[src/rtl/cnt_bus_arbiter_pkg.sv]
// Shared definitions for the controller-BRAM (cnt_bus) arbiter and its requesters.
package cnt_bus_arbiter_pkg;

   localparam int CNT_ARB_NUM_REQ    = 5;
   localparam int CNT_ARB_ADDR_WIDTH = 8;
   localparam int CNT_ARB_DATA_WIDTH = 16;

   localparam int CNT_ARB_MOD      = 0;
   localparam int CNT_ARB_STM      = 1;
   localparam int CNT_ARB_SILENCER = 2;
   localparam int CNT_ARB_SYNC     = 3;
   localparam int CNT_ARB_DEBUG    = 4;

   typedef struct packed {
      logic                          we;
      logic [CNT_ARB_ADDR_WIDTH-1:0] addr;
      logic [CNT_ARB_DATA_WIDTH-1:0] din;
   } cnt_arb_req_t;

   // Next requester index after idx, wrapping at num.
   function automatic int cnt_arb_wrap_inc(input int idx, input int num);
      int nxt;
      nxt = idx + 1;
      if (nxt >= num) begin
         nxt = 0;
      end else begin
         nxt = idx + 1;
      end
      return nxt;
   endfunction

endpackage

[src/rtl/cnt_bus_arbiter_pick.sv]
// Round-robin priority pick: first set request at or after ptr, wrapping at N.
module rr_priority_pick #(
   parameter int N  = 5,
   parameter int IW = (N > 1) ? $clog2(N) : 1
) (
   input  logic [N-1:0]  req,
   input  logic [IW-1:0] ptr,
   output logic [N-1:0]  winner,
   output logic [IW-1:0] index,
   output logic          valid
);

   localparam int SW = IW + 1;

   // Walk candidates ptr, ptr+1, ... modulo N and keep the first requester found.
   always_comb begin
      logic [SW-1:0] cand_v;
      winner = '0;
      index  = '0;
      valid  = 1'b0;
      cand_v = '0;
      for (int k = 0; k < N; k++) begin
         cand_v = {1'b0, ptr} + SW'(k);
         if (cand_v >= SW'(N)) begin
            cand_v = cand_v - SW'(N);
         end else begin
            cand_v = {1'b0, ptr} + SW'(k);
         end
         if (!valid && req[cand_v[IW-1:0]]) begin
            winner[cand_v[IW-1:0]] = 1'b1;
            index                  = cand_v[IW-1:0];
            valid                  = 1'b1;
         end else begin
            valid = valid;
         end
      end
   end

endmodule

[src/rtl/cnt_bus_arbiter.sv]
// Round-robin arbiter with optional burst lock sharing the controller BRAM port
// between the settings loaders; read data returns to the issuer at fixed latency.
module cnt_bus_arbiter
   import cnt_bus_arbiter_pkg::*;
#(
   parameter int NUM_REQ    = CNT_ARB_NUM_REQ,
   parameter int ADDR_WIDTH = CNT_ARB_ADDR_WIDTH,
   parameter int DATA_WIDTH = CNT_ARB_DATA_WIDTH,
   parameter int RD_LATENCY = 2,
   parameter int MAX_BURST  = 16
) (
   input  logic                          CLK,
   input  logic                          RST,
   input  logic [NUM_REQ-1:0]            REQ,
   input  logic [NUM_REQ-1:0]            LOCK,
   input  logic [NUM_REQ-1:0]            WE,
   input  logic [NUM_REQ*ADDR_WIDTH-1:0] ADDR,
   input  logic [NUM_REQ*DATA_WIDTH-1:0] DIN,
   output logic [NUM_REQ-1:0]            GNT,
   output logic [NUM_REQ-1:0]            RVALID,
   output logic [DATA_WIDTH-1:0]         RDATA,
   output logic                          BRAM_EN,
   output logic                          BRAM_WE,
   output logic [ADDR_WIDTH-1:0]         BRAM_ADDR,
   output logic [DATA_WIDTH-1:0]         BRAM_DIN,
   input  logic [DATA_WIDTH-1:0]         BRAM_DOUT
);

   localparam int PTR_W   = (NUM_REQ > 1) ? $clog2(NUM_REQ) : 1;
   localparam int BURST_W = $clog2(MAX_BURST + 1);

   logic [PTR_W-1:0]      ptr_r;
   logic [PTR_W-1:0]      owner_r;
   logic                  owner_valid_r;
   logic [BURST_W-1:0]    burst_r;

   logic                  hold_s;
   logic [PTR_W-1:0]      pick_ptr_s;
   logic [NUM_REQ-1:0]    pick_winner_s;
   logic [PTR_W-1:0]      pick_index_s;
   logic                  pick_valid_s;
   logic [NUM_REQ-1:0]    gnt_s;
   logic [PTR_W-1:0]      gnt_idx_s;
   logic                  gnt_any_s;
   logic [BURST_W-1:0]    next_burst_s;
   cnt_arb_req_t          beat_s;

   logic                  bram_en_r;
   logic                  bram_we_r;
   logic [ADDR_WIDTH-1:0] bram_addr_r;
   logic [DATA_WIDTH-1:0] bram_din_r;

   logic [RD_LATENCY:0]   rd_pipe_r;
   logic [PTR_W-1:0]      id_pipe_r [RD_LATENCY+1];
   logic [NUM_REQ-1:0]    rvalid_oh_s;
   logic [NUM_REQ-1:0]    rvalid_r;
   logic [DATA_WIDTH-1:0] rdata_r;

   // Lock owner keeps the port while it still requests with LOCK and has budget left.
   always_comb begin
      hold_s = 1'b0;
      if (owner_valid_r && REQ[owner_r] && LOCK[owner_r] &&
          (burst_r < BURST_W'(MAX_BURST))) begin
         hold_s = 1'b1;
      end else begin
         hold_s = 1'b0;
      end
   end

   // While an owner is recorded, fair scanning restarts just after it.
   always_comb begin
      pick_ptr_s = ptr_r;
      if (owner_valid_r) begin
         pick_ptr_s = PTR_W'(cnt_arb_wrap_inc(int'(owner_r), NUM_REQ));
      end else begin
         pick_ptr_s = ptr_r;
      end
   end

   rr_priority_pick #(
      .N  (NUM_REQ),
      .IW (PTR_W)
   ) u_pick (
      .req    (REQ),
      .ptr    (pick_ptr_s),
      .winner (pick_winner_s),
      .index  (pick_index_s),
      .valid  (pick_valid_s)
   );

   // Beat accept: lock hold beats round-robin; nothing granted while in reset.
   always_comb begin
      gnt_s     = '0;
      gnt_idx_s = '0;
      gnt_any_s = 1'b0;
      if (RST) begin
         gnt_any_s = 1'b0;
      end else if (hold_s) begin
         gnt_s[owner_r] = 1'b1;
         gnt_idx_s      = owner_r;
         gnt_any_s      = 1'b1;
      end else begin
         gnt_s     = pick_winner_s;
         gnt_idx_s = pick_index_s;
         gnt_any_s = pick_valid_s;
      end
   end

   assign GNT = gnt_s;

   // Selected requester's beat and the burst count it would reach.
   always_comb begin
      beat_s.we   = WE[gnt_idx_s];
      beat_s.addr = ADDR[int'(gnt_idx_s)*ADDR_WIDTH +: ADDR_WIDTH];
      beat_s.din  = DIN[int'(gnt_idx_s)*DATA_WIDTH +: DATA_WIDTH];
      if (owner_valid_r && (owner_r == gnt_idx_s)) begin
         next_burst_s = burst_r + 1'b1;
      end else begin
         next_burst_s = BURST_W'(1);
      end
   end

   // Pointer, lock owner and burst count bookkeeping.
   always_ff @(posedge CLK or posedge RST) begin
      if (RST) begin
         ptr_r         <= '0;
         owner_r       <= '0;
         owner_valid_r <= 1'b0;
         burst_r       <= '0;
      end else if (gnt_any_s) begin
         if (LOCK[gnt_idx_s] && (next_burst_s != BURST_W'(MAX_BURST))) begin
            owner_valid_r <= 1'b1;
            owner_r       <= gnt_idx_s;
            burst_r       <= next_burst_s;
         end else begin
            // Unlocked beat or exhausted burst: release and rotate past this requester.
            owner_valid_r <= 1'b0;
            burst_r       <= '0;
            ptr_r         <= PTR_W'(cnt_arb_wrap_inc(int'(gnt_idx_s), NUM_REQ));
         end
      end else if (owner_valid_r && !hold_s) begin
         owner_valid_r <= 1'b0;
         burst_r       <= '0;
         ptr_r         <= PTR_W'(cnt_arb_wrap_inc(int'(owner_r), NUM_REQ));
      end else begin
         burst_r <= burst_r;
      end
   end

   // Issue register: the accepted beat drives the BRAM port one cycle later.
   always_ff @(posedge CLK or posedge RST) begin
      if (RST) begin
         bram_en_r   <= 1'b0;
         bram_we_r   <= 1'b0;
         bram_addr_r <= '0;
         bram_din_r  <= '0;
      end else if (gnt_any_s) begin
         bram_en_r   <= 1'b1;
         bram_we_r   <= beat_s.we;
         bram_addr_r <= beat_s.addr;
         bram_din_r  <= beat_s.din;
      end else begin
         bram_en_r   <= 1'b0;
         bram_we_r   <= 1'b0;
      end
   end

   assign BRAM_EN   = bram_en_r;
   assign BRAM_WE   = bram_we_r;
   assign BRAM_ADDR = bram_addr_r;
   assign BRAM_DIN  = bram_din_r;

   // Return tracker: read flag and issuer ID travel alongside the BRAM access.
   always_ff @(posedge CLK or posedge RST) begin
      if (RST) begin
         rd_pipe_r <= '0;
         for (int k = 0; k <= RD_LATENCY; k++) begin
            id_pipe_r[k] <= '0;
         end
      end else begin
         rd_pipe_r    <= {rd_pipe_r[RD_LATENCY-1:0], gnt_any_s & ~beat_s.we};
         id_pipe_r[0] <= gnt_idx_s;
         for (int k = 1; k <= RD_LATENCY; k++) begin
            id_pipe_r[k] <= id_pipe_r[k-1];
         end
      end
   end

   // One-hot of the requester whose read data is on BRAM_DOUT now.
   always_comb begin
      rvalid_oh_s = '0;
      if (rd_pipe_r[RD_LATENCY]) begin
         rvalid_oh_s[id_pipe_r[RD_LATENCY]] = 1'b1;
      end else begin
         rvalid_oh_s = '0;
      end
   end

   // Registered read return; RDATA keeps its last value between returns.
   always_ff @(posedge CLK or posedge RST) begin
      if (RST) begin
         rvalid_r <= '0;
         rdata_r  <= '0;
      end else if (rd_pipe_r[RD_LATENCY]) begin
         rvalid_r <= rvalid_oh_s;
         rdata_r  <= BRAM_DOUT;
      end else begin
         rvalid_r <= '0;
      end
   end

   assign RVALID = rvalid_r;
   assign RDATA  = rdata_r;

endmodule

[config.mk]
export PLATFORM = sky130hd
export DESIGN_NAME = cnt_bus_arbiter
export DESIGN_NICKNAME = d
export VERILOG_FILES = /design/src/rtl/cnt_bus_arbiter_pkg.sv /design/src/rtl/cnt_bus_arbiter_pick.sv /design/src/rtl/cnt_bus_arbiter.sv
export SDC_FILE = /design/constraint.sdc
export NUM_CORES = 1
export LEC_CHECK = 0
export CAP_MARGIN = 20
export CORE_MARGIN = 2
export CORE_UTILIZATION = 40
export DETAILED_ROUTE_END_ITERATION = 8
export PLACE_DENSITY_LB_ADDON = 0.2
export SLEW_MARGIN = 15
export SYNTH_ARGS = -nofsm -noshare
export SYNTH_HDL_FRONTEND = slang
export SYNTH_HIERARCHICAL = 1
export SYNTH_SLANG_ARGS = --single-unit
export TNS_END_PERCENT = 1
[constraint.sdc]
create_clock -name CLK -period 10.59 [get_ports CLK]
set_input_delay 2.6475 -clock CLK [delete_from_list [all_inputs] [get_ports CLK]]
set_output_delay 2.6475 -clock CLK [all_outputs]
set_load 0.05 [all_outputs]
* Word-level counts from Yosys, hierarchy flattened
Index checks and enable logic that the tools add are counted.
Storage, ports and cells: flip-flop bits (word level) 71, bits of input ports 153, logic and storage cells 160, output and inout bits 52
Cells by class: $add $sub $neg 12, multiplexer cells 75, equality and inequality tests 3, $lt $le $gt $ge 23, shifts and indexed selects 2, reductions and logical operators 25, bitwise gates (word level) 6
Operators with widths (count):
- $shiftx 80x8->16 | 1
- $mux 5 | 12
- $mux 3 | 18
- $shiftx 40x7->8 | 1
- $lt 3x4->1 const B | 8
- $mux 1 | 29
- $bmux 1 s3 | 9
- $ge 4x3->1 const B | 6
- $demux 1 s3 | 7
- $ge 3x1->1 const B | 7
- $or 5x5->5 | 4
- $logic_and 1x1->1 | 17
- $sub 3x3->3 const B | 5
- $add 3x1->4 const B | 3
- $add 3x2->4 const B | 2
- $add 5x1->5 const B | 1
- $logic_not 1->1 | 5
- $lt 5x5->1 const B | 1
- $ne 5x5->1 const B | 1
- $add 3x3->4 const B | 1
- $reduce_and 2->1 | 2
- $eq 3x3->1 | 1
- $ge 3x3->1 const B | 1
- $ne 2x2->1 const B | 1
- other kinds (3) | 3

* Depth between registers and ports, before layout
depth in word-level cells 30, gate-level depth with buffers 31, depth with buffers taken out 28

* Modules after synthesis
Netlist, hierarchy kept.
By module, submodules not included:
- cnt_bus_arbiter | times used 1, sequential area each 1776.7 um^2, cells an instance 501, area each 4246.6 um^2
- rr_priority_pick | times used 1, sequential area each 0.0 um^2, cells an instance 192, area each 1383.8 um^2

* Least setup slack after synthesis
No wires, ideal clock.
path type register -> output, start point register owner_r[0], end point output port GNT[3], arrival time 5.373 ns, data required time 7.943 ns, stages on the path, launching flop included 21, slack 2.570 ns, path buffers 2, cell sequence dfrtp_1 > buf_6 > inv_1 > ha_1 > a21oi_1 > o21ai_0 > o21ai_0 > inv_1 > ha_1 > ha_1 > buf_2 > or2_2 > o211ai_1 > a31oi_1 > a32oi_1 > nand3b_1 > a211oi_4 > nand2_1 > o221ai_1 > a21oi_1 > nor3_1
On the way: word-level cells in the longest chain between the ends 23, elaborated cells on any way between the ends 94, classes of those cells add/sub (10); order compare (18); mux (45); bitwise (4); reduce/logical (17)
RTL lines:
- start, declared | RTL line cnt_bus_arbiter.sv:33 | logic [PTR_W-1:0] owner_r;
- start signal, assigned | RTL line cnt_bus_arbiter.sv:133 | owner_r <= gnt_idx_s;
- $add 3x1->4 (*) | RTL line cnt_bus_arbiter_pkg.sv:27 | nxt = idx + 1;
- $ge 4x3->1 | RTL line cnt_bus_arbiter_pkg.sv:24 | if (nxt >= num) begin
- $mux 3 (*) | RTL line cnt_bus_arbiter_pkg.sv:24
- $mux 3 (*) | RTL line cnt_bus_arbiter.sv:73 | if (owner_valid_r) begin
- net pick_ptr_s[1] | RTL line cnt_bus_arbiter.sv:38 | logic [PTR_W-1:0] pick_ptr_s;
- parallel branches: the longest is 16 deep, another holds $add 3x1->4
- $mux 5 (*) | RTL line cnt_bus_arbiter_pick.sv:29 | if (!valid && req[cand_v[IW-1:0]]) begin
- net pick_winner_s[3] | RTL line cnt_bus_arbiter.sv:39 | logic [NUM_REQ-1:0] pick_winner_s;
- $mux 5 (*) | RTL line cnt_bus_arbiter.sv:98 | end else if (hold_s) begin
- $mux 5 (*) | RTL line cnt_bus_arbiter.sv:96 | if (RST) begin
- end, declared | RTL line cnt_bus_arbiter.sv:19 | output logic [NUM_REQ-1:0] GNT,
Mark *: on every way through the listed nets, which the timed path passes. The select of a mux whose other input is x is not followed.

* Worst setup path in the final report
start point register owner_r[1], end point output port GNT[1]
On the way: word-level cells in the longest chain between the ends 23, elaborated cells on any way between the ends 94, classes of those cells add/sub (10); order compare (18); mux (45); bitwise (4); reduce/logical (17)
RTL lines (RTL line):
- $add 3x1->4 (*) | cnt_bus_arbiter_pkg.sv:27
- $ge 4x3->1 (*) | cnt_bus_arbiter_pkg.sv:24
- $mux 3 (*) | cnt_bus_arbiter_pkg.sv:24
- $mux 3 (*) | cnt_bus_arbiter.sv:73
- net pick_ptr_s[0] | cnt_bus_arbiter.sv:38
- parallel branches: the longest is 16 deep, another holds $add 3x1->4
- $mux 5 (*) | cnt_bus_arbiter_pick.sv:29
- net pick_winner_s[1] | cnt_bus_arbiter.sv:39
- $mux 5 (*) | cnt_bus_arbiter.sv:98
- $mux 5 (*) | cnt_bus_arbiter.sv:96
Marked as above.

==> results.cfg <==
[sta]
setup_tns_ps = 0
fin_crit_sh_pct = 85.32
fmax_mhz = 110.7
tightest_slew_ps = 938.8
period_needed_ps = 9035
setup_viol = 0
finClkSkew_ps = 6.219
drv_slew = 0
hold_violations = 0
slew_headroom_pct = 37.32
rsz0062_at_grt = false

[placed_design]
dp_hpwl_um = 14620
placed_cells = 1040
gp_congestion = 0.9219
numPortBuffers = 204

[grt]
grt_pass1_vias = 5589
antenna_found_initial = 0
grt_overflow_total = 0
grt_start_max_net_pins = 78
grt_pass1_wl_um = 29200
track_usage_pct = 25.00

[worst_setup_path]
path_cells = inv_1 > ha_1 > a21oi_1 > a21oi_1 > nor2_1 > mux2_2 > inv_2 > ha_1 > inv_1 > o211ai_2 > o221ai_1 > o211ai_1 > nand4_4 > nand2b_4 > or3_4 > o221ai_1 > nand2_1 > a21oi_1 > clkdlybuf4s50_1
r2r_start = owner_r[1]
regToRegEndpoint = rd_pipe_r[0]
crit_fanout = 28
r2r_setup_slack_ps = 2730
required_ps = 7940
crit_path_start_kind = flop
r2r_cells = 25
crit_type = flop to output pin
arrival_ps = 6390
cpMaxStageDelayCell = clkdlybuf4s50_1
path_common_cell = a21oi_1
cp_slowest_stage_delay_ps = 820
cp-end-kind = output pin

[synth]
synth.ff_latch_count = 71
synthDistinctLibCells = 91
synth-edff-count = 0
ys_seq_area_share_pct = 31.56
synth-main-ff-cell = dfrtp_1
netlist_instances = 693
synth_fp_nets = 860
synth.avg_cell_area_sq_um = 8.125
ys_warn_count = 6
synth_async_sr_flop_share_pct = 100.0
syn_area_sq_mm = 0.005630

[clock_tree]
post-cts-setup-buffer-count = 0
cts.path.max_buffers = 2
cts_hold_buf = 0
clk_pin_slew_ps = 60
cts_made_buffers = 9
cts-root-buf = clkbuf_16
htree_levels = 3
cts_tree = yes
cts_resized = 0
clock_sinks = 71
clkLatencyLatePin_ps = 330

[layout]
post-route-util_pct = 57.98
drive_gt1_share_pct = 10.27
n_antenna_cell = 0
final_cells = 1056
nets = 1038
area_delta_synth_final_pct = 42.38

[min_path]
holdPathStages = 0
worstHoldStart = id_pipe_r[8]
holdCritPathClass = flop to flop
worstHoldEndpoint = id_pipe_r[5]

[floorplanning]
initial_core_util_pct = 40.72
die_x_um = 122.6
coreArea_sq_mm = 0.01383
io_pins = 205
die_area_sq_mm = 0.01504
rows = 43
dieHeight_um = 122.6

[route]
dr.pass1.iters = 5
drc = 0
drt-vias-per-instance = 5.675
dr_total_vias = 5993
wl_per_cell_um = 18.43
routed_wl_um = 19460
drt_iter0_markers = 475
antenna_left = 0

[job]
cap_violations = 0

[outcome]
status = complete, no violations
## logic make-up after synthesis
family                     after synthesis  synth area share [%]
AOI/OAI and AO/OA                      172                 23.13
xor gates and xnor gates                 5                0.7777
adders and majority gates               14                 3.245
buffers and inverters                   67                 5.444
DFF                                     71                 31.56
muxes                                   41                 8.178
and+or+nand+nor                        323                 27.67
## state kept, by name, summed over array words and instances, names as in the netlist
register / count
BRAM_ADDR: 8
BRAM_DIN: 16
BRAM_EN: 1
BRAM_WE: 1
RDATA: 16
RVALID: 5
burst_r: 5
id_pipe_r: 9
owner_r: 3
owner_valid_r: 1
ptr_r: 3
rd_pipe_r: 3
## final cells by class
type / count / area, sq um
Timing Repair Buffer: 210 / 2087
Multi-Input combinational cell: 555 / 3548
Tap cell: 180 / 225.2
Fill cell: 1211 / 5811
Sequential cell: 71 / 1777
Clock buffer: 10 / 239.0
Inverter: 24 / 96.34
Clock inverter: 6 / 43.79
## synth_stat cells, drive strengths merged, types with 4 or more instances
cell type | count | area share (%)
a32oi | 27 | 4.2
o21ai | 47 | 4.2
o211ai | 10 | 1.5
and3 | 5 | 0.64
nand2 | 156 | 10
nor2b | 4 | 0.58
inv | 23 | 1.5
o221ai | 4 | 0.73
nor4 | 4 | 0.44
a211oi | 6 | 1.1
a21o | 6 | 0.80
nand3 | 62 | 5.5
nor3 | 16 | 1.5
clkbuf | 25 | 1.7
mux2 | 25 | 5.2
or3 | 4 | 0.62
ha | 13 | 2.9
buf | 18 | 2.1
xnor2 | 5 | 0.78
nand4 | 6 | 0.93
a21oi | 30 | 3.2
dfrtp | 71 | 32
nand2b | 14 | 1.7
mux2i | 16 | 3.0
nor2 | 31 | 2.1
a22oi | 4 | 0.62
## how the worst max path moves through the flow
stage | startpoint | endpoint | slack [ps]
after detailed placement | REQ[1] | GNT[1] | 1790
after floorplan | owner_r[0] | GNT[3] | 2570
after CTS | owner_r[1] | GNT[1] | 1660
final | owner_r[1] | GNT[1] | 1550
after global placement | REQ[1] | GNT[1] | 1810
after global routing | owner_r[1] | GNT[1] | 1110
## per-stage QoR
step / hold slack (ps) / setup slack, ps / instance area (sq um)
detailed placement: 335.6 / 1792 / 7734
CTS: 348.8 / 1662 / 8016
finish: 345.9 / 1555 / 8016
floorplan: 331.2 / 2570 / 5630
global route: 349.1 / 1109 / 8016
global placement: 331.6 / 1809 / 7734
## critical path, delay by kind of cell, from the launching register on
kind | cells | cell delay (ps)
compound gates | 7 | 1270
simple gates | 5 | 1030
fa+ha+maj | 2 | 970
buf+inv | 4 | 1590
mux | 1 | 550
flops | 1 | 610
## cells in the final DEF, fill, tap and decap left out, drive strengths merged, types with 10 or more instances in the layout
cell and count:
clkdlybuf4s50 204, nand2 156, dfrtp 71, nand3 62
o21ai 47, nor2 31, a21oi 30, a32oi 27
mux2 25, inv 23, nor3 16, mux2i 16
nand2b 14, ha 13, clkbuf 10, o211ai 10
## metal layers
layer / part of all wire (%) / global-route usage (%)
met5: 0 / 0
met1: 43 / 33.07
met3: 5.7 / 4.089
met4: 1.7 / 7.471
met2: 50 / 41.98
Power is not shown: default switching activity piles up to over one toggle a cycle in this logic, so the estimate is an artifact.
